## config.mk

```make
export PLATFORM = sky130hd
export DESIGN_NAME = timepulse_monitor_flat
export DESIGN_NICKNAME = d
export VERILOG_FILES = /design/src/rtl/timepulse_monitor_pkg.sv /design/src/rtl/timepulse_monitor_if.sv /design/src/rtl/timepulse_monitor_tp_onehot_decode.sv /design/src/rtl/timepulse_monitor.sv /design/src/flat_wrapper.sv
export SDC_FILE = /design/constraint.sdc
export NUM_CORES = 1
export LEC_CHECK = 0
export ABC_AREA = 1
export CORE_MARGIN = 1
export CORE_UTILIZATION = 45
export DETAILED_ROUTE_END_ITERATION = 16
export GPL_TIMING_DRIVEN = 0
export HOLD_SLACK_MARGIN = 0.12
export PLACE_DENSITY = 0.67
export RECOVER_POWER = 25
export SYNTH_ARGS = -nofsm -noshare
export SYNTH_HDL_FRONTEND = slang
export SYNTH_HIERARCHICAL = 1
export SYNTH_SLANG_ARGS = --single-unit
export TNS_END_PERCENT = 5
```

## constraint.sdc

```tcl
create_clock -name CLOCK -period 18.7 [get_ports CLOCK]
set_clock_uncertainty 0.2 [all_clocks]
set_input_delay 3.74 -clock CLOCK [delete_from_list [all_inputs] [get_ports CLOCK]]
set_output_delay 3.74 -clock CLOCK [all_outputs]
set_load 0.005 [all_outputs]
```

## src/rtl/timepulse_monitor_pkg.sv

```systemverilog
// Shared types and helpers for the timepulse monitor.
// Holds the TP bus width, the monitor state encoding and the
// one-hot index / successor functions used by the decoder and the FSM.
package tpmon_pkg;

    localparam int TP_WIDTH = 12;
    localparam logic [TP_WIDTH-1:0] T01 = 12'h001;

    typedef enum logic [1:0] {
        SYNC   = 2'd0,
        LOCKED = 2'd1,
        HALT   = 2'd2
    } tpmon_state_e;

    // 1-based index of the single set bit; 0 when the word is not one-hot.
    function automatic logic [3:0] onehot_idx(input logic [TP_WIDTH-1:0] tp);
        logic [3:0] idx;
        int         ones;
        idx  = 4'd0;
        ones = 0;
        for (int i = 0; i < TP_WIDTH; i++) begin
            if (tp[i]) begin
                ones = ones + 1;
                idx  = 4'(i + 1);
            end
        end
        return (ones == 1) ? idx : 4'd0;
    endfunction

    // Next pulse in the T01..T12 ring.
    function automatic logic [3:0] tp_succ(input logic [3:0] idx);
        return (idx == 4'd12) ? 4'd1 : idx + 4'd1;
    endfunction

endpackage

```

## src/rtl/timepulse_monitor_if.sv

```systemverilog
// Timepulse bus between the timer side (master) and the monitor (slave).
// The timer side drives TP and the control strobes; the monitor returns
// lock/index status, the MCT strobe, the sticky alarms and the debug state.
// Bus timing: every signal is level-sampled on each rising CLOCK; there is no
// valid/ready handshake -- TP is valid every cycle, a change of a non-zero TP
// word is an event, and ALMCLR/GOJAM take effect on the edge they are seen.
interface timepulse_monitor_if;
    import tpmon_pkg::*;

    logic [TP_WIDTH-1:0] TP;
    logic                GOJAM;
    logic                STOP;
    logic                ALMCLR;

    logic                LOCK;
    logic [3:0]          TPIDX;
    logic                MCT;
    logic                CODEALM;
    logic                SEQALM;
    logic                STALLALM;
    logic                ALARM_n;
    logic [15:0]         MCTCNT;
    tpmon_state_e        STATE;

    modport master (
        output TP, GOJAM, STOP, ALMCLR,
        input  LOCK, TPIDX, MCT, CODEALM, SEQALM, STALLALM, ALARM_n, MCTCNT, STATE
    );

    modport slave (
        input  TP, GOJAM, STOP, ALMCLR,
        output LOCK, TPIDX, MCT, CODEALM, SEQALM, STALLALM, ALARM_n, MCTCNT, STATE
    );

endinterface

```

## src/rtl/timepulse_monitor_tp_onehot_decode.sv

```systemverilog
// Combinational classifier for one TP word: one-hot, all-zero and 1-based index.
module tp_onehot_decode
    import tpmon_pkg::*;
(
    input  logic [TP_WIDTH-1:0] tp,
    output logic                is_onehot,
    output logic                is_zero,
    output logic [3:0]          index
);

    // Classify the word; a zero index means "not one-hot".
    always_comb begin
        index     = onehot_idx(tp);
        is_onehot = (index != 4'd0);
        is_zero   = (tp == '0);
    end

endmodule

```

## src/rtl/timepulse_monitor.sv

```systemverilog
// Timepulse sequence monitor: tracks T01..T12 on the TP bus, raises sticky
// code/sequence/stall alarms and strobes MCT once per completed cycle.
// Optional macro TPMON_MCTCNT_EN builds a 16-bit wrapping MCT counter;
// without it MCTCNT reads as zero.
module timepulse_monitor
    import tpmon_pkg::*;
#(
    parameter int STALL_LIMIT = 32,
    parameter int STALL_W     = 6,
    parameter int GAP_MAX     = 3
) (
    input  logic                CLOCK,
    input  logic                SIM_RST,
    timepulse_monitor_if.slave  bus
);

    localparam int GAP_W = $clog2(GAP_MAX + 2);
    localparam logic [STALL_W-1:0] STALL_TRIP = STALL_W'(STALL_LIMIT);
    localparam logic [GAP_W-1:0]   GAP_TRIP   = GAP_W'(GAP_MAX + 1);

    tpmon_state_e        state;
    logic [TP_WIDTH-1:0] tp_q;
    logic [STALL_W-1:0]  stall_cnt;
    logic [GAP_W-1:0]    gap_cnt;
    logic                lock;
    logic [3:0]          tpidx;
    logic                mct;
    logic                code_alm;
    logic                seq_alm;
    logic                stall_alm;

    logic                is_onehot;
    logic                is_zero;
    logic [3:0]          index;
    logic                ev;
    logic                set_code;
    logic                set_seq;
    logic                set_stall;

    tp_onehot_decode u_decode (
        .tp        (bus.TP),
        .is_onehot (is_onehot),
        .is_zero   (is_zero),
        .index     (index)
    );

    // Decide which alarm (if any) the current cycle raises; an event always
    // outranks the gap and stall timeouts.
    always_comb begin
        ev        = (bus.TP != tp_q) && !is_zero;
        set_code  = 1'b0;
        set_seq   = 1'b0;
        set_stall = 1'b0;
        if (state == LOCKED && !bus.GOJAM && !bus.STOP) begin
            if (ev) begin
                set_code = !is_onehot;
                set_seq  = is_onehot && (index != tp_succ(tpidx));
            end else begin
                set_seq   = is_zero && ((gap_cnt + GAP_W'(1)) == GAP_TRIP);
                set_stall = (stall_cnt + STALL_W'(1)) == STALL_TRIP;
            end
        end
    end

    // Monitor FSM with registered status, MCT strobe and sticky alarms.
    always_ff @(posedge CLOCK) begin
        if (SIM_RST) begin
            state     <= SYNC;
            tp_q      <= '0;
            stall_cnt <= '0;
            gap_cnt   <= '0;
            lock      <= 1'b0;
            tpidx     <= 4'd0;
            mct       <= 1'b0;
            code_alm  <= 1'b0;
            seq_alm   <= 1'b0;
            stall_alm <= 1'b0;
        end else begin
            tp_q      <= bus.TP;
            mct       <= 1'b0;
            code_alm  <= (code_alm  & ~bus.ALMCLR) | set_code;
            seq_alm   <= (seq_alm   & ~bus.ALMCLR) | set_seq;
            stall_alm <= (stall_alm & ~bus.ALMCLR) | set_stall;
            if (bus.GOJAM) begin
                state     <= SYNC;
                lock      <= 1'b0;
                tpidx     <= 4'd0;
                stall_cnt <= '0;
                gap_cnt   <= '0;
            end else begin
                case (state)
                    SYNC: begin
                        if (!bus.STOP && bus.TP == T01) begin
                            state     <= LOCKED;
                            lock      <= 1'b1;
                            tpidx     <= 4'd1;
                            stall_cnt <= '0;
                            gap_cnt   <= '0;
                        end
                    end
                    LOCKED: begin
                        if (bus.STOP) begin
                            state <= HALT;
                        end else if (set_code || set_seq || set_stall) begin
                            state     <= SYNC;
                            lock      <= 1'b0;
                            tpidx     <= 4'd0;
                            stall_cnt <= '0;
                            gap_cnt   <= '0;
                        end else if (ev) begin
                            tpidx     <= index;
                            stall_cnt <= '0;
                            gap_cnt   <= '0;
                            mct       <= (tpidx == 4'd12) && (index == 4'd1);
                        end else begin
                            stall_cnt <= stall_cnt + STALL_W'(1);
                            gap_cnt   <= is_zero ? gap_cnt + GAP_W'(1) : '0;
                        end
                    end
                    HALT: begin
                        if (!bus.STOP) begin
                            state     <= LOCKED;
                            stall_cnt <= '0;
                            gap_cnt   <= '0;
                        end
                    end
                    default: begin
                        state <= SYNC;
                        lock  <= 1'b0;
                        tpidx <= 4'd0;
                    end
                endcase
            end
        end
    end

`ifdef TPMON_MCTCNT_EN
    logic [15:0] mct_cnt;

    // Count MCT strobes; wraps naturally at 16 bits, cleared only by reset.
    always_ff @(posedge CLOCK) begin
        if (SIM_RST) begin
            mct_cnt <= 16'd0;
        end else if (mct) begin
            mct_cnt <= mct_cnt + 16'd1;
        end
    end

    assign bus.MCTCNT = mct_cnt;
`else
    assign bus.MCTCNT = 16'd0;
`endif

    assign bus.LOCK     = lock;
    assign bus.TPIDX    = tpidx;
    assign bus.MCT      = mct;
    assign bus.CODEALM  = code_alm;
    assign bus.SEQALM   = seq_alm;
    assign bus.STALLALM = stall_alm;
    assign bus.ALARM_n  = ~(code_alm | seq_alm | stall_alm);
    assign bus.STATE    = state;

endmodule
```

## src/flat_wrapper.sv

```systemverilog
// flat-port wrapper written by rule: the top's interface ports become plain ports
module timepulse_monitor_flat import tpmon_pkg::*;
#(
    parameter int STALL_LIMIT = 32,
    parameter int STALL_W     = 6,
    parameter int GAP_MAX     = 3
)
  (CLOCK, SIM_RST, bus_TP, bus_GOJAM, bus_STOP, bus_ALMCLR, bus_LOCK, bus_TPIDX, bus_MCT, bus_CODEALM, bus_SEQALM, bus_STALLALM, bus_ALARM_n, bus_MCTCNT, bus_STATE);
  timepulse_monitor_if bus_i ();
  input  logic CLOCK;
  input  logic SIM_RST;
  input wire logic [$bits(bus_i.TP)-1:0] bus_TP;
  input wire logic [$bits(bus_i.GOJAM)-1:0] bus_GOJAM;
  input wire logic [$bits(bus_i.STOP)-1:0] bus_STOP;
  input wire logic [$bits(bus_i.ALMCLR)-1:0] bus_ALMCLR;
  output wire logic [$bits(bus_i.LOCK)-1:0] bus_LOCK;
  output wire logic [$bits(bus_i.TPIDX)-1:0] bus_TPIDX;
  output wire logic [$bits(bus_i.MCT)-1:0] bus_MCT;
  output wire logic [$bits(bus_i.CODEALM)-1:0] bus_CODEALM;
  output wire logic [$bits(bus_i.SEQALM)-1:0] bus_SEQALM;
  output wire logic [$bits(bus_i.STALLALM)-1:0] bus_STALLALM;
  output wire logic [$bits(bus_i.ALARM_n)-1:0] bus_ALARM_n;
  output wire logic [$bits(bus_i.MCTCNT)-1:0] bus_MCTCNT;
  output wire logic [$bits(bus_i.STATE)-1:0] bus_STATE;
  assign bus_i.TP = bus_TP;
  assign bus_i.GOJAM = bus_GOJAM;
  assign bus_i.STOP = bus_STOP;
  assign bus_i.ALMCLR = bus_ALMCLR;
  assign bus_LOCK = bus_i.LOCK;
  assign bus_TPIDX = bus_i.TPIDX;
  assign bus_MCT = bus_i.MCT;
  assign bus_CODEALM = bus_i.CODEALM;
  assign bus_SEQALM = bus_i.SEQALM;
  assign bus_STALLALM = bus_i.STALLALM;
  assign bus_ALARM_n = bus_i.ALARM_n;
  assign bus_MCTCNT = bus_i.MCTCNT;
  assign bus_STATE = bus_i.STATE;
  timepulse_monitor #(.STALL_LIMIT(STALL_LIMIT), .STALL_W(STALL_W), .GAP_MAX(GAP_MAX)) u_core (.CLOCK(CLOCK), .SIM_RST(SIM_RST), .bus(bus_i));
endmodule
```

After elaboration in Yosys (flattened, before gate mapping). Cells that the tools add are included.

Multiplexer cells: 59. Order comparisons: 0. Eq/ne operators: 16. Multipliers: 0. Bitwise operators: 13. Shift operators: 0. Reductions and logical operators: 23. Divide/modulo/power cells: 0. Add/subtract/negate cells: 14.

Operators by type and width (count): 32-bit two-way mux (11); 32-bit by 2-bit adder with 32-bit output (second input constant) (10); 4-bit two-way mux (17); 32-bit by 2-bit equality test with 1-bit output (second input constant) (1); 6-bit two-way mux (5); 3-bit two-way mux (6); 6-bit one-hot mux with 3 select lines (1); 12-bit by 1-bit equality test with 1-bit output (second input constant) (1); 12-bit zero test (1); 12-bit inequality test (1); 4-bit one-hot mux with 3 select lines (1); 4-bit AND reduction (3); 1-bit two-way mux (11); 3-bit one-hot mux with 3 select lines (1); 2-bit two-way mux (4); 1-bit logical AND (7); 6-bit by 1-bit adder with 6-bit output (second input constant) (1); 6-bit equality test (second input constant) (1); 2-bit inequality test (second input constant) (3); 2-bit one-hot mux with 3 select lines (1); 6-bit OR reduction (1); 1-bit inverter (5); 1-bit bitwise OR (5); 4-bit by 1-bit adder with 4-bit output (second input constant) (1); 20 further kinds (26).

Flip-flop bits (word level): 32. ROM bits: 0. RAM bits: 0. Bits of input ports: 17. Memories: 0. Logic and storage cells: 135. Latch bits: 0.

Depth between registers and ports, before layout. Gate-level depths: netlist of the first run.

Depth after elaboration: 34. Depth in mapped cells: 52. Mapped depth without buffers: 52.

By module. Netlist of the first run, hierarchy kept.

By module, submodules not included: timepulse_monitor (times used 1, area an instance 1980.6 um^2, cells an instance 313, sequential area each 640.6 um^2); tp_onehot_decode (times used 1, area an instance 1461.4 um^2, cells an instance 264, sequential area each 0.0 um^2).

Least setup slack after synthesis of the first run. Ideal clock, no wire load.

Kind: in2reg. From: in bus_TP[0]. To: reg u_core.tpidx[1], in the netlist u_core/bus.TPIDX[1]. Cell stages on the path: 52. Path slack: 8.565 ns. Data arrival time: 9.808 ns. Setup time: 0.128 ns. Cells stage by stage: inv_1 ha_1 inv_1 nand2_2 nand2_2 inv_1 ha_1 nand2_1 nand2_1 ha_1 or2_2 nand2_1 inv_1 ha_1 nand2_1 nand2_1 ha_1 nand2_1 (+16 left out) o21ai_1 nand3_1 nor2_2 nand2_2 nor3_2 inv_1 nand2_1 nand2_1 nor2_1 nand3_1 o21ai_1 nand2_1 nand3_4 nand3_4 nand2_2 nand2_1 nand2_1 nor2_1.

Longest elaborated chain between the ends: 34. Elaborated cells on any way between the ends: 63. Classes of those cells: 11 x add/sub; 6 x eq/ne; 35 x mux; 11 x reduce/logical.

RTL lines: from (decl) (RTL line flat_wrapper.sv:12) `input wire logic [$bits(bus_i.TP)-1:0] bus_TP;`; 1-bit two-way mux (RTL line timepulse_monitor_pkg.sv:22) `if (tp[i]) begin`; 1-bit by 1-bit adder with 2-bit output (RTL line timepulse_monitor_pkg.sv:23) `ones = ones + 1;`; 32-bit two-way mux (RTL line timepulse_monitor_pkg.sv:22); 32-bit by 2-bit adder with 32-bit output (RTL line timepulse_monitor_pkg.sv:23); 32-bit two-way mux (RTL line timepulse_monitor_pkg.sv:22); 32-bit by 2-bit adder with 32-bit output (RTL line timepulse_monitor_pkg.sv:23); 32-bit two-way mux (RTL line timepulse_monitor_pkg.sv:22); 32-bit by 2-bit adder with 32-bit output (RTL line timepulse_monitor_pkg.sv:23); (+17 left out); net u_core.index[0] (RTL line timepulse_monitor.sv:34) `logic [3:0] index;`; 4-bit inequality test or 4-bit nonzero test (tied branches) (RTL line timepulse_monitor.sv:57, timepulse_monitor_tp_onehot_decode.sv:14); 1-bit logical AND or 1-bit zero test (tied branches) (RTL line timepulse_monitor.sv:57, timepulse_monitor.sv:56); 1-bit two-way mux (RTL line timepulse_monitor.sv:55) `if (ev) begin`; 1-bit two-way mux (RTL line timepulse_monitor.sv:54) `if (state == LOCKED && !bus.GOJAM && !bus.STOP) begin`; 1-bit logical OR * (2 in series) (RTL line timepulse_monitor.sv:104) `end else if (set_code || set_seq || set_stall) begin`; 4-bit two-way mux (RTL line timepulse_monitor.sv:104); 4-bit two-way mux (RTL line timepulse_monitor.sv:102) `if (bus.STOP) begin`; 4-bit one-hot mux with 3 select lines (RTL line timepulse_monitor.sv:91) `case (state)`; to (signal assigned) (RTL line timepulse_monitor.sv:111) `tpidx <= index;`; to (decl) (RTL line timepulse_monitor.sv:26) `logic [3:0] tpidx;`.

The timed path passes the listed nets; every way through them passes the cells marked *. The select of a mux whose other input is x is not followed. A chain may end at the register's enable or synchronous reset.

Final worst setup path of the first run.
From: in bus_TP[1]. To: reg u_core.stall_cnt[5].

Longest elaborated chain between the ends: 32. Elaborated cells on any way between the ends: 59. Classes of those cells: 10 x add/sub; 5 x eq/ne; 33 x mux; 11 x reduce/logical.

RTL lines: 32-bit two-way mux (RTL line timepulse_monitor_pkg.sv:22); 32-bit by 2-bit adder with 32-bit output (RTL line timepulse_monitor_pkg.sv:23); 32-bit two-way mux (RTL line timepulse_monitor_pkg.sv:22); 32-bit by 2-bit adder with 32-bit output (RTL line timepulse_monitor_pkg.sv:23); 32-bit two-way mux (RTL line timepulse_monitor_pkg.sv:22); 32-bit by 2-bit adder with 32-bit output (RTL line timepulse_monitor_pkg.sv:23); 32-bit two-way mux (RTL line timepulse_monitor_pkg.sv:22); 32-bit by 2-bit adder with 32-bit output (RTL line timepulse_monitor_pkg.sv:23); (+15 left out); net u_core.index[1] (RTL line timepulse_monitor.sv:34); 4-bit inequality test or 4-bit nonzero test (tied branches) (RTL line timepulse_monitor.sv:57, timepulse_monitor_tp_onehot_decode.sv:14); 1-bit logical AND or 1-bit zero test (tied branches) (RTL line timepulse_monitor.sv:57, timepulse_monitor.sv:56); 1-bit two-way mux (RTL line timepulse_monitor.sv:55); 1-bit two-way mux (RTL line timepulse_monitor.sv:54); 1-bit logical OR * (2 in series) (RTL line timepulse_monitor.sv:104); 6-bit two-way mux * (RTL line timepulse_monitor.sv:104); 6-bit two-way mux * (RTL line timepulse_monitor.sv:102); 6-bit one-hot mux with 3 select lines * (RTL line timepulse_monitor.sv:91); to (signal assigned) (RTL line timepulse_monitor.sv:116) `stall_cnt <= stall_cnt + STALL_W'(1);`; to (decl) (RTL line timepulse_monitor.sv:23) `logic [STALL_W-1:0] stall_cnt;`.

Marked as above.

==> flow_metrics.env, run 1 <==
export IMPL_hold_class="flop to flop"
export IMPL_wl_per_cell_um=10.1
export IMPL_io_pins=45
export IMPL_cp_max_fo=7
export IMPL_synthFlopType="dfxtp_1"
export IMPL_dp_slack_ps=7070
export IMPL_required_ps=18720
export IMPL_cts_sinks=32
export IMPL_cts_root_buf="clkbuf_8"
export IMPL_relSlewSlack=0.504
export IMPL_num_vias=3433
export IMPL_fin_crit_ps=11390
export IMPL_cts_tree="done"
export IMPL_yosys_warnings=6
export IMPL_whs_path_depth=2
export IMPL_fin_area_um2=3980
export IMPL_r2r_worst_path_cells=14
export IMPL_power_leakage_uw=0.00204
export IMPL_finalSetupViolations=0
export IMPL_max_slew_worst_pin_slew_ps=738
export IMPL_cp_end_kind="flop"
export IMPL_synthArstFlopShare=0
export IMPL_cts_setup_buffers=0
export IMPL_design_die_area_um2=8000
export IMPL_ant_nets=0
export IMPL_fillers=730
export IMPL_synth_cell_types=38
export IMPL_slew_viol_final=0
export IMPL_antenna_found_initial=0
export IMPL_outcome="completed"
export IMPL_area_growth_pct=15.7
export IMPL_drive_gt1_frac=0.159
export IMPL_fp_dieH_um=89.5
export IMPL_synth_edff_count=0
export IMPL_holdBufCountCts=0
export IMPL_portBuffers=27
export IMPL_cp_slowest_cell="dlygate4sd3_1"
export IMPL_drc=0
export IMPL_synth_area_um2=3440
export IMPL_hold_viol=0
export IMPL_drt_wl_total_um=7350
export IMPL_drtIter0Drc=124
export IMPL_tns_ps=0
export IMPL_clk_latency_ps=280
export IMPL_ys_ff_latch=32
export IMPL_gp_congestion=0.815
export IMPL_hpwl_um=6050
export IMPL_cts_resized=0
export IMPL_cp_common_cell="nand2_1"
export IMPL_fp_row_count=31
export IMPL_core_um2=7330
export IMPL_grt_pass1_wl_um=12500
export IMPL_syn_avg_cell_area_um2=5.97
export IMPL_layout_nets=661
export IMPL_setup_slack_ps=7310
export IMPL_cp_slowest_stage_delay_ps=660
export IMPL_antenna_cells=0
export IMPL_powerDensity_nw_per_um2=54.0
export IMPL_h_tree_depth=2
export IMPL_rsz0062_at_grt="no"
export IMPL_clock_path_buffers=2
export IMPL_crit_path_start_kind="input port"
export IMPL_drv_cap=0
export IMPL_synth_cells=577
export IMPL_path_clk_slew_ps=70
export IMPL_crit_arrival_ps=11410
export IMPL_grt_max_degree=11
export IMPL_numCtsBuffers=5
export IMPL_fmax_mhz=87.8
export IMPL_yosysSeqAreaShare=0.186
export IMPL_dieWidth_um=89.5
export IMPL_placed_area_um2=3890
export IMPL_viasPerCell=4.73
export IMPL_gr_usage_all_layers=0.195
export IMPL_fin_hold_ws_ps=263
export IMPL_initial_utilization=0.470
export IMPL_firstDrtPassIters=4
export IMPL_irDropWorstVdd_v=0.0000513
export IMPL_overflow=0
export IMPL_grt_pass1_vias=3000
export IMPL_period_share=0.609
export IMPL_path_class="input port to flop"
-- state kept, by name, summed over array words and instances, names as in the netlist --
name	count
u_core/bus.MCT	1
u_core/bus.CODEALM	1
u_core/bus.SEQALM	1
u_core/bus.STATE	2
u_core/tp_q	12
u_core/bus.TPIDX	4
u_core/bus.LOCK	1
u_core/gap_cnt	3
u_core/bus.STALLALM	1
u_core/stall_cnt	6
-- area by class of cell --
class / instances / area, µm² / area share
plain buffers: 19 / 131 / 0.0330
clock buffers: 8 / 90.1 / 0.0226
inverters: 103 / 387 / 0.0971
multi-input cells: 438 / 2340 / 0.587
flip-flops and latches: 32 / 641 / 0.161
well taps: 99 / 124 / 0.0311
repair buffers: 27 / 270 / 0.0679
-- where the power goes --
part / total (µW) / leakage (µW) / internal (µW) / switching (µW)
logic: 89.9 / 0.00173 / 33.0 / 56.9
registers: 70.2 / 0.000261 / 69.6 / 0.675
clock network: 54.8 / 0.0000455 / 30.0 / 24.8
total: 215 / 0.00204 / 133 / 82.3
-- cells in the final DEF, fill, tap and decap left out, types with 3 or more instances in the layout --
master,n
buf_4,16
nand2_1,177
dlygate4sd3_1,4
dfxtp_1,32
a21oi_1,18
nand3_4,5
inv_2,13
o21ai_1,3
clkdlybuf4s50_1,23
clkbuf_1,5
o211ai_1,3
nor2_1,57
inv_1,89
conb_1,16
or2_2,5
nor2_2,5
o21ai_0,8
nand2_4,6
nand4_1,10
nand3_2,13
clkbuf_8,6
ha_1,18
nand3b_1,3
nand3_1,46
nand2_2,23
nor2_4,3
-- metrics by stage --
stage | power [µW] | cells | util
global placement | 159 | 718 | 0.531
floorplan | 143 | 592 | -
CTS | 218 | 726 | 0.543
global route | 233 | 726 | 0.543
detailed placement | 162 | 718 | 0.531
finish | 215 | 726 | 0.543
-- worst max-delay path, delay by kind of cell --
family                   cells  cell delay (ps)
AND/OR/NAND/NOR             33             3340
AO/OA/AOI/OAI                3              390
adder cells (fa/ha/maj)     10             2900
buffers and inverters        6             1040
-- synthesized netlist by cell type (2+ instances only) --
| cell type | count | area (µm²) |
|---|---|---|
| nand2_2 | 23 | 144 |
| nor4_1 | 2 | 12.5 |
| xor2_1 | 2 | 17.5 |
| nand2_1 | 177 | 664 |
| nand3_4 | 5 | 87.6 |
| o21bai_1 | 2 | 15.0 |
| nand4_1 | 10 | 62.6 |
| nand2_4 | 6 | 67.6 |
| or2_2 | 5 | 31.3 |
| dfxtp_1 | 32 | 641 |
| o21ai_1 | 3 | 15.0 |
| a21oi_1 | 18 | 90.1 |
| o21ai_0 | 8 | 40.0 |
| nand3b_1 | 3 | 22.5 |
| nor2_1 | 57 | 214 |
| buf_4 | 16 | 120 |
| clkbuf_1 | 3 | 11.3 |
| nor2_2 | 5 | 31.3 |
| nor3_1 | 2 | 10.0 |
| inv_2 | 13 | 48.8 |
| nand3_2 | 13 | 130 |
| o211ai_1 | 3 | 22.5 |
| xnor2_1 | 2 | 17.5 |
| ha_1 | 18 | 225 |
| nor2_4 | 3 | 33.8 |
| nand3_1 | 46 | 230 |
| inv_1 | 89 | 334 |
-- kinds of logic after synthesis --
kind of cell	Yosys count	synth area share
fa+ha+maj	18	0.0654
simple gates	361	0.520
xor+xnor	5	0.0149
flops	32	0.186
compound gates	38	0.0618
other cells	1	0.00109
buf+inv	122	0.150
-- path summary, 6_finish.rpt --
kind,startpoint,endpoint,slack (ps)
max,bus_TP[1],u_core/stall_cnt[5],7310
min,u_core/bus.LOCK,u_core/bus.LOCK,260
max reg2reg,u_core/bus.TPIDX[0],u_core/stall_cnt[5],16350
min reg2reg,u_core/bus.LOCK,u_core/bus.LOCK,260
-- per-layer routing --
| metal | up-vias | share of wire | global-route usage |
|---|---|---|---|
| met5 | - | 0 | 0 |
| met4 | 0 | 0.0065 | 0.0447 |
| met3 | 5 | 0.030 | 0.0286 |
| met2 | 40 | 0.47 | 0.344 |
| met1 | 1525 | 0.50 | 0.251 |
| li1 | 1863 | - | - |
Note: power is estimated with default switching activity, not from simulation.
==> run 2, diff against run 1 <==
Settings changed: PLACE_DENSITY 0.67 to 0.7.
Clock period 18.7 ns to 10.2 ns, I/O delays scaled along.
==> flow_metrics.env, run 2 (same netlist as run 1, synthesis figures left out) <==
export IMPL_h_tree_depth=2
export IMPL_cp_end_kind="flop"
export IMPL_io_pins=45
export IMPL_fp_dieH_um=89.5
export IMPL_hpwl_um=5980
export IMPL_total_power_uw=393
export IMPL_num_vias=3397
export IMPL_drv_cap=0
export IMPL_grt_pass1_wl_um=12700
export IMPL_place_inst=718
export IMPL_max_flop_register="u_core/tp_q"
export IMPL_cts_setup_buffers=0
export IMPL_fp_row_count=31
export IMPL_path_class="input port to flop"
export IMPL_dieWidth_um=89.5
export IMPL_cp_slowest_stage_delay_ps=690
export IMPL_layout_nets=661
export IMPL_r2r_worst_path_cells=13
export IMPL_gr_usage_all_layers=0.197
export IMPL_crit_arrival_ps=9360
export IMPL_cts_root_buf="clkbuf_8"
export IMPL_grt_pass1_vias=3048
export IMPL_max_slew_worst_pin_slew_ps=763
export IMPL_fin_crit_ps=9350
export IMPL_holdBufCountCts=0
export IMPL_antenna_found_initial=0
export IMPL_grt_max_degree=11
export IMPL_design_die_area_um2=8000
export IMPL_path_clk_slew_ps=60
export IMPL_crit_path_start_kind="input port"
export IMPL_cts_sinks=32
export IMPL_final_common_cell="nand2_1"
export IMPL_drive_gt1_frac=0.161
export IMPL_hold_class="flop to flop"
export IMPL_r2r_start="u_core/bus.TPIDX[0]"
export IMPL_overflow=0
export IMPL_ant_nets=0
export IMPL_finalSetupViolations=0
export IMPL_viasPerCell=4.68
export IMPL_drtIter0Drc=127
export IMPL_outcome="completed"
export IMPL_hold_viol=0
export IMPL_timing_rr_end="u_core/stall_cnt[4]"
export IMPL_hold_end="u_core/bus.LOCK"
export IMPL_drc=0
export IMPL_fmax_mhz=107
export IMPL_initial_utilization=0.470
export IMPL_power_leakage_uw=0.00205
export IMPL_numCtsBuffers=5
export IMPL_ff2ff_setup_slack_ps=7840
export IMPL_clock_path_buffers=2
export IMPL_gp_congestion=0.860
export IMPL_period_share=0.916
export IMPL_irDropWorstVdd_v=0.0000649
export IMPL_final_cell_mix="177 x nand2_1, 89 x inv_1, 56 x nor2_1, 46 x nand3_1, 32 x dfxtp_1"
export IMPL_cp_slowest_cell="clkdlybuf4s50_1"
export IMPL_cp_common_cell="nand2_1"
export IMPL_critical_path_top_delay_family="simple AND/OR/NAND/NOR gates"
export IMPL_slew_viol_final=0
export IMPL_final_cells=726
export IMPL_antenna_cells=0
export IMPL_clk_latency_ps=280
export IMPL_firstDrtPassIters=4
export IMPL_wl_per_cell_um=10.0
export IMPL_area_growth_pct=15.8
export IMPL_drt_wl_total_um=7290
export IMPL_cts_tree="done"
export IMPL_required_ps=10210
export IMPL_cp_max_fo=10
export IMPL_whs_path_depth=2
export IMPL_critPathBufInv=4
export IMPL_core_um2=7330
export IMPL_portBuffers=27
export IMPL_rsz0062_at_grt="no"
export IMPL_hold_path_startpoint="u_core/bus.LOCK"
export IMPL_relSlewSlack=0.486
export IMPL_powerDensity_nw_per_um2=98.5
export IMPL_tns_ps=0
export IMPL_cts_resized=0
export IMPL_largest_reg_flops=12
## run 2: cell types whose count changed in the layout (fill, tap and decap cells not counted), sizes merged
cell / previous run / this run
clkbuf: 11 / 12
clkdlybuf4s50: 23 / 24
dlygate4sd3: 4 / 1
dlymetal6s2s: 0 / 1
## run 2: area by class of cell
cell class              count  area, µm²
flip-flops and latches     32        641
multi-input cells         438       2350
clock buffers               8       90.1
plain buffers              19        131
well taps                  99        124
repair buffers             27        267
fillers                   738       3340
inverters                 103        387
## run 2: metal layers
metal,global-route usage,up-vias,part of all wire
met5,0,-,0
met4,0.0390,0,0.0052
met3,0.0286,5,0.030
met2,0.347,47,0.46
met1,0.257,1483,0.50
li1,-,1862,-
## run 2: how the worst max path moves through the flow
stage	end	cells after the start	from
6_report	u_core/stall_cnt[4]	49	bus_TP[2]
4_1_cts	u_core/stall_cnt[4]	52	bus_TP[1]
5_1_grt	u_core/stall_cnt[2]	49	bus_TP[2]
2_1_floorplan	u_core/bus.TPIDX[1]	52	bus_TP[0]
3_3_place_gp	u_core/stall_cnt[3]	52	bus_TP[1]
3_5_place_dp	u_core/stall_cnt[4]	52	bus_TP[1]
## run 2: worst register-to-register path, delay by kind of cell (launching register included)
family,cells,cell delay [ps]
simple gates,9,930
compound gates,2,310
fa+ha+maj,1,320
flops,1,430
buf+inv,1,110
## run 2: power breakdown
| group | switching, µW | leakage [µW] | total (µW) | internal, µW |
|---|---|---|---|---|
| Clock | 44.2 | 0.0000455 | 99.2 | 54.9 |
| Sequential | 1.27 | 0.000261 | 129 | 128 |
| Combinational | 104 | 0.00174 | 165 | 60.8 |
| Total | 150 | 0.00205 | 393 | 243 |
## run 2: metrics by stage
stage	hold slack, ps	util	setup slack [ps]	cell area (µm²)
3_5_place_dp	259	0.531	206	3890
2_1_floorplan	247	-	1760	3500
6_report	269	0.544	854	3990
3_3_place_gp	253	0.531	369	3890
4_1_cts	269	0.543	485	3980
5_1_grt	297	0.544	25.2	3990
==> edit 1, RTL diff (config.mk and constraints of run 1) <==
Set the package constant `TP_WIDTH` to 18 (it was 12).
--- a/src/rtl/timepulse_monitor_pkg.sv
+++ b/src/rtl/timepulse_monitor_pkg.sv
@@ -3,7 +3,7 @@
 // one-hot index / successor functions used by the decoder and the FSM.
 package tpmon_pkg;
 
-    localparam int TP_WIDTH = 12;
+    localparam int TP_WIDTH = 18;
     localparam logic [TP_WIDTH-1:0] T01 = 12'h001;
 
     typedef enum logic [1:0] {
Interface: changed (resized bus_TP); port bits go from 45 to 51. No check against the original RTL was run, so the function may have changed too.
==> edit 1 against run 1 <==
Total power up 58%. Non-clock buffer count up 7. Clock power increased by 24%. Sequential cell count is 6 higher. Combinational power increased by 110%. Worst setup slack got worse by 3600 ps. Cell count rose by 41%. Via count grew 37%. Utilization down 1.5 points. Design area rose by 37%. Wire length is 33% higher. Area after synthesis is 39% higher. Critical path type unchanged. Critical endpoint is now u_core/stall_cnt[4]. Highest routed layer unchanged.
==> edit 1: results (changes against run 1) <==
sequential area share after synthesis 15.92% (-2.7 points); CTS resizes 0 (unchanged); total CTS buffers 5 (unchanged); first-pass GRT wire length 17910 um (+44%); fraction of layout cells with a size suffix above 1 15.90% (-0.053 points); pre-CTS setup slack 3411 ps (-3658 ps); DR pass1 iterations 5 (+1); WP data arrival 15030 ps (+3620 ps); internal reg-to-reg setup slack 16420 ps (+70 ps); fin crit share 80.26% (+19 points); Net count, final 933 (+41%); status complete, no violations; # port buffers 34 (+26%); Tot GR Track Use 19.16% (-0.34 points); Via density 4.602 (-2.7%); Fill cells 1109 (+52%); worst IR drop on VDD 0.00004372 V (-15%); HPWL after DPL 8175 um (+35%); 1st-iter DRT viols 182 (+47%); max FFs per register 18 (+6); CP max FO 6 (-1); largest net degree at the start of global routing 13 (+2); top cells by count, synth 239 x nand2_1, 140 x inv_1, 98 x nor2_1, 59 x nand3_1, 48 x nand2_2; synth top area cells nand2_1 19%, dfxtp_1 16%, inv_1 11%; Slowest-stage cell, CP clkdlybuf4s50_1; crit-path max cell delay 580 ps (-80 ps); routed wire length 9798 um (+33%); post-synthesis cell type count 40 (+5.3%); vias in the first global route 4244 (+41%); worst-margin pin slew 529.6 ps (-208.1 ps); Min Hold Slack 267.6 ps (+4.361 ps); gp weighted congestion 0.8441 (+3.6%); Leakage 2.881 nW (+41%)
[edit 1: cell count changes after synthesis, moves of 7 or more]
cell | run 1 | this run
nand2_1 | 177 | 239
inv_1 | 89 | 140
nor2_1 | 57 | 98
nand2_2 | 23 | 48
nand3_2 | 13 | 29
xor2_1 | 2 | 16
nand3_1 | 46 | 59
nand3b_1 | 3 | 10
[edit 1: per-layer routing]
layer | vias to the layer above | track usage (%) | share of wire (%)
li1 | 2640 | - | -
met1 | 2009 | 26.06 | 53
met2 | 53 | 32.69 | 44
met3 | 6 | 1.747 | 2.3
met4 | 0 | 4.225 | 0.85
met5 | - | 0 | 0
[edit 1: power by group]
part           leakage (nW)  internal [mW]  switching (mW)
clock network        0.0579         0.0392          0.0290
registers             0.311         0.0829        0.000861
logic                  2.51         0.0652           0.122
[edit 1: layout make-up]
type | instances | share of cell area [%]
Multi-Input combinational cell | 636 | 61.83
Buffer | 19 | 2.408
Clock buffer | 5 | 1.261
Timing Repair Buffer | 34 | 6.239
Sequential cell | 38 | 13.94
Inverter | 152 | 10.46
Tap cell | 136 | 3.119
Clock inverter | 3 | 0.7339
[edit 1: critical path: cells and delay by family]
| family | cells | cell delay [ps] |
|---|---|---|
| buffers and inverters | 10 | 1290 |
| AO/OA/AOI/OAI | 4 | 740 |
| XOR/XNOR | 1 | 150 |
| AND/OR/NAND/NOR | 43 | 4650 |
| adder cells (fa/ha/maj) | 16 | 4420 |
[edit 1: kinds of logic (layout without fill, tap and decap cells)]
family                   count (synthesis)  after routing  share of synthesized area [%]
AO/OA/AOI/OAI                           49             49                          5.629
AND/OR/NAND/NOR                        528            528                          53.93
buffers and inverters                  171            213                          14.69
flip-flops                              38             38                          15.92
other                                    1             16                        0.07846
adder cells (fa/ha/maj)                 24             24                          6.283
XOR/XNOR                                19             19                          3.482
[edit 1: path summary, 6_finish.rpt]
check | start | endpoint | cells past startpoint
worst max-delay path | bus_TP[1] | u_core/stall_cnt[4] | 74
worst min register to register | u_core/gap_cnt[2] | u_core/gap_cnt[2] | 2
worst min-delay path | u_core/gap_cnt[2] | u_core/gap_cnt[2] | 2
worst max register to register | u_core/bus.TPIDX[0] | u_core/stall_cnt[4] | 13
[edit 1: metrics by stage]
| stage | cell area (um^2) | std cells | utilization [%] |
|---|---|---|---|
| 2_1_floorplan | 4836 | 845 | - |
| 3_3_place_gp | 5346 | 1015 | 51.79 |
| 3_5_place_dp | 5346 | 1015 | 51.79 |
| 4_1_cts | 5455 | 1023 | 52.84 |
| 5_1_grt | 5455 | 1023 | 52.84 |
| 6_report | 5455 | 1023 | 52.84 |
==> edit 2, RTL diff (config.mk and constraints of run 1) <==
Made on the original files. Put a register stage on the output `bus.ALARM_n`. The value now appears one clock later.
--- a/src/rtl/timepulse_monitor.sv
+++ b/src/rtl/timepulse_monitor.sv
@@ -157,7 +157,9 @@
     assign bus.CODEALM  = code_alm;
     assign bus.SEQALM   = seq_alm;
     assign bus.STALLALM = stall_alm;
-    assign bus.ALARM_n  = ~(code_alm | seq_alm | stall_alm);
+    always_ff @(posedge CLOCK) begin
+        bus.ALARM_n <= ~(code_alm | seq_alm | stall_alm);
+    end
     assign bus.STATE    = state;
 
 endmodule
Function: changed (a bounded check fails within 4 cycles, from zero or initial values and one cycle with SIM_RST high).
==> edit 2 against run 1 <==
Sequential cell count is 1 higher. Cell count is 3.3% lower. Wire length is 0.95% lower. Synthesized cell count is 4.2% lower. Global-route usage hardly changed. Sequential share of layout area is 0.64 points higher. Combinational power hardly changed. Design area is 0.82% lower. Total power is 0.38% lower. Via count is 2.3% lower. Worst setup slack worse by 38 ps. Area after synthesis is 0.73% lower. Count of clock-buffer cells in the layout is 2 lower.
==> edit 2: results (changes against run 1) <==
Slew headroom 50.59% (+0.23 points); CP endpoint u_core/bus.LOCK; Worst R2R Path Depth 14 (unchanged); HPWL after DPL 6029 um (-0.31%); Adder-Cell Fraction of Synth Area 6.591% (+0.048 points); gp weighted congestion 0.8919 (+9.5%); H-tree Lvls 2 (unchanged); routed wire length 7279 um (-0.95%); ant diodes 0 (unchanged); Biggest register u_core/tp_q; fraction of registers with async set/reset 0% (unchanged); status complete, no violations; largest net degree at the start of global routing 11 (unchanged); Setup Buffers After CTS 0 (unchanged); CTS resizes 0 (unchanged); 1st-iter DRT viols 127 (+2.4%); HP Class reg -> reg; crit-path max cell delay 670 ps; vias in the first global route 2942 (-1.9%); CP max FO 6 (-1); synth top area cells dfxtp_1 19%, nand2_1 17%, inv_1 7.7%; Root Driver clkbuf_8; XOR/XNOR Fraction of Synth Area 3.295% (+1.8 points); reg2reg start u_core/bus.TPIDX[0]; Net count, final 637 (-3.6%); post-synthesis cell type count 35 (-7.9%); Top Family by Delay on Critical Path simple AND/OR/NAND/NOR gates; Fill cells 779 (+6.7%); fraction of layout cells with a size suffix above 1 18.74% (+2.8 points); complex-gate fraction of the synthesized area 5.456% (-0.72 points); worst IR drop on VDD 0.00004026 V (-22%); top cells by count, synth 152 x nand2_1, 70 x inv_1, 62 x nor2_1, 40 x nand3_1, 33 x dfxtp_1; CP startpoint bus_TP[1]; Vias 3354 (-2.3%); sequential area share after synthesis 19.33% (+0.72 points); Leakage 1.969 nW (-3.5%); first-pass GRT wire length 12510 um (+0.44%); Tot GR Track Use 19.51% (about the same); WP data arrival 11440 ps (+30 ps); internal reg-to-reg setup slack 16420 ps (+70 ps)
[edit 2: changes by cell type after synthesis, moves of 5 or more]
cell / run 1 / this run
nand2_1: 177 / 152
inv_1: 89 / 70
xnor2_1: 2 / 10
inv_2: 13 / 19
nand3_1: 46 / 40
nor2_1: 57 / 62
[edit 2: how the worst min path moves through the flow]
stage                   startpoint                 end  cells past startpoint  slack [ps]
2_1_floorplan  u_core/bus.STALLALM  u_core/bus.ALARM_n                      1         240
3_3_place_gp   u_core/bus.STALLALM  u_core/bus.ALARM_n                      1         230
3_5_place_dp   u_core/bus.STALLALM  u_core/bus.ALARM_n                      1         240
4_1_cts        u_core/bus.STALLALM  u_core/bus.ALARM_n                      1         250
5_1_grt        u_core/bus.STALLALM  u_core/bus.ALARM_n                      1         270
6_report       u_core/bus.STALLALM  u_core/bus.ALARM_n                      1         250
[edit 2: kinds of logic (layout without fill, tap and decap cells)]
logic type | after synthesis | after routing
XOR/XNOR | 12 | 12
AND/OR/NAND/NOR | 347 | 347
flip-flops | 33 | 33
AO/OA/AOI/OAI | 34 | 34
other | 1 | 16
adder cells (fa/ha/maj) | 18 | 18
buffers and inverters | 108 | 143
[edit 2: final cells by class]
type                       count  area share [%]
multi-input combinational    427           59.42
clock inverter                 2          0.2534
clock buffer                   6           1.837
timing repair buffer          27           6.842
buffer                        18           3.231
sequential                    33           16.72
tap                           99           3.136
inverter                      90           8.552
[edit 2: report_power, final]
| part | total [mW] | internal (mW) | switching, mW |
|---|---|---|---|
| combinational | 0.0896 | 0.0335 | 0.0561 |
| sequential | 0.0723 | 0.0717 | 0.000604 |
| clock | 0.0522 | 0.0258 | 0.0265 |
[edit 2: worst register-to-register path: stages (launching register included)]
cell	delay, ps
dfxtp_1	460
inv_2	70
ha_1	310
inv_1	40
nand2_1	50
nand2_1	40
nor2_1	70
nand3_1	110
o21ai_1	190
nand2_1	90
nand3_2	120
nand3_2	160
nand2_1	130
nand2_1	50
a21oi_1	110
[edit 2: per-layer routing]
metal / track usage, % / routed length [um]
met1: 26.09 / 3670
met2: 33.10 / 3312
met3: 3.139 / 239
met4: 4.185 / 57
met5: 0 / 0
[edit 2: through the flow]
stage	instances	setup WS (ps)	hold slack, ps	area (um^2)	util (%)
final	702	7273	245.8	3950	54.17
after global routing	702	6592	269.8	3950	54.17
after CTS	702	7342	249.1	3950	54.17
after detailed placement	694	7061	238.2	3867	53.04
after global placement	694	7192	229.4	3867	53.04
after floorplan	568	8595	237.0	3473	-
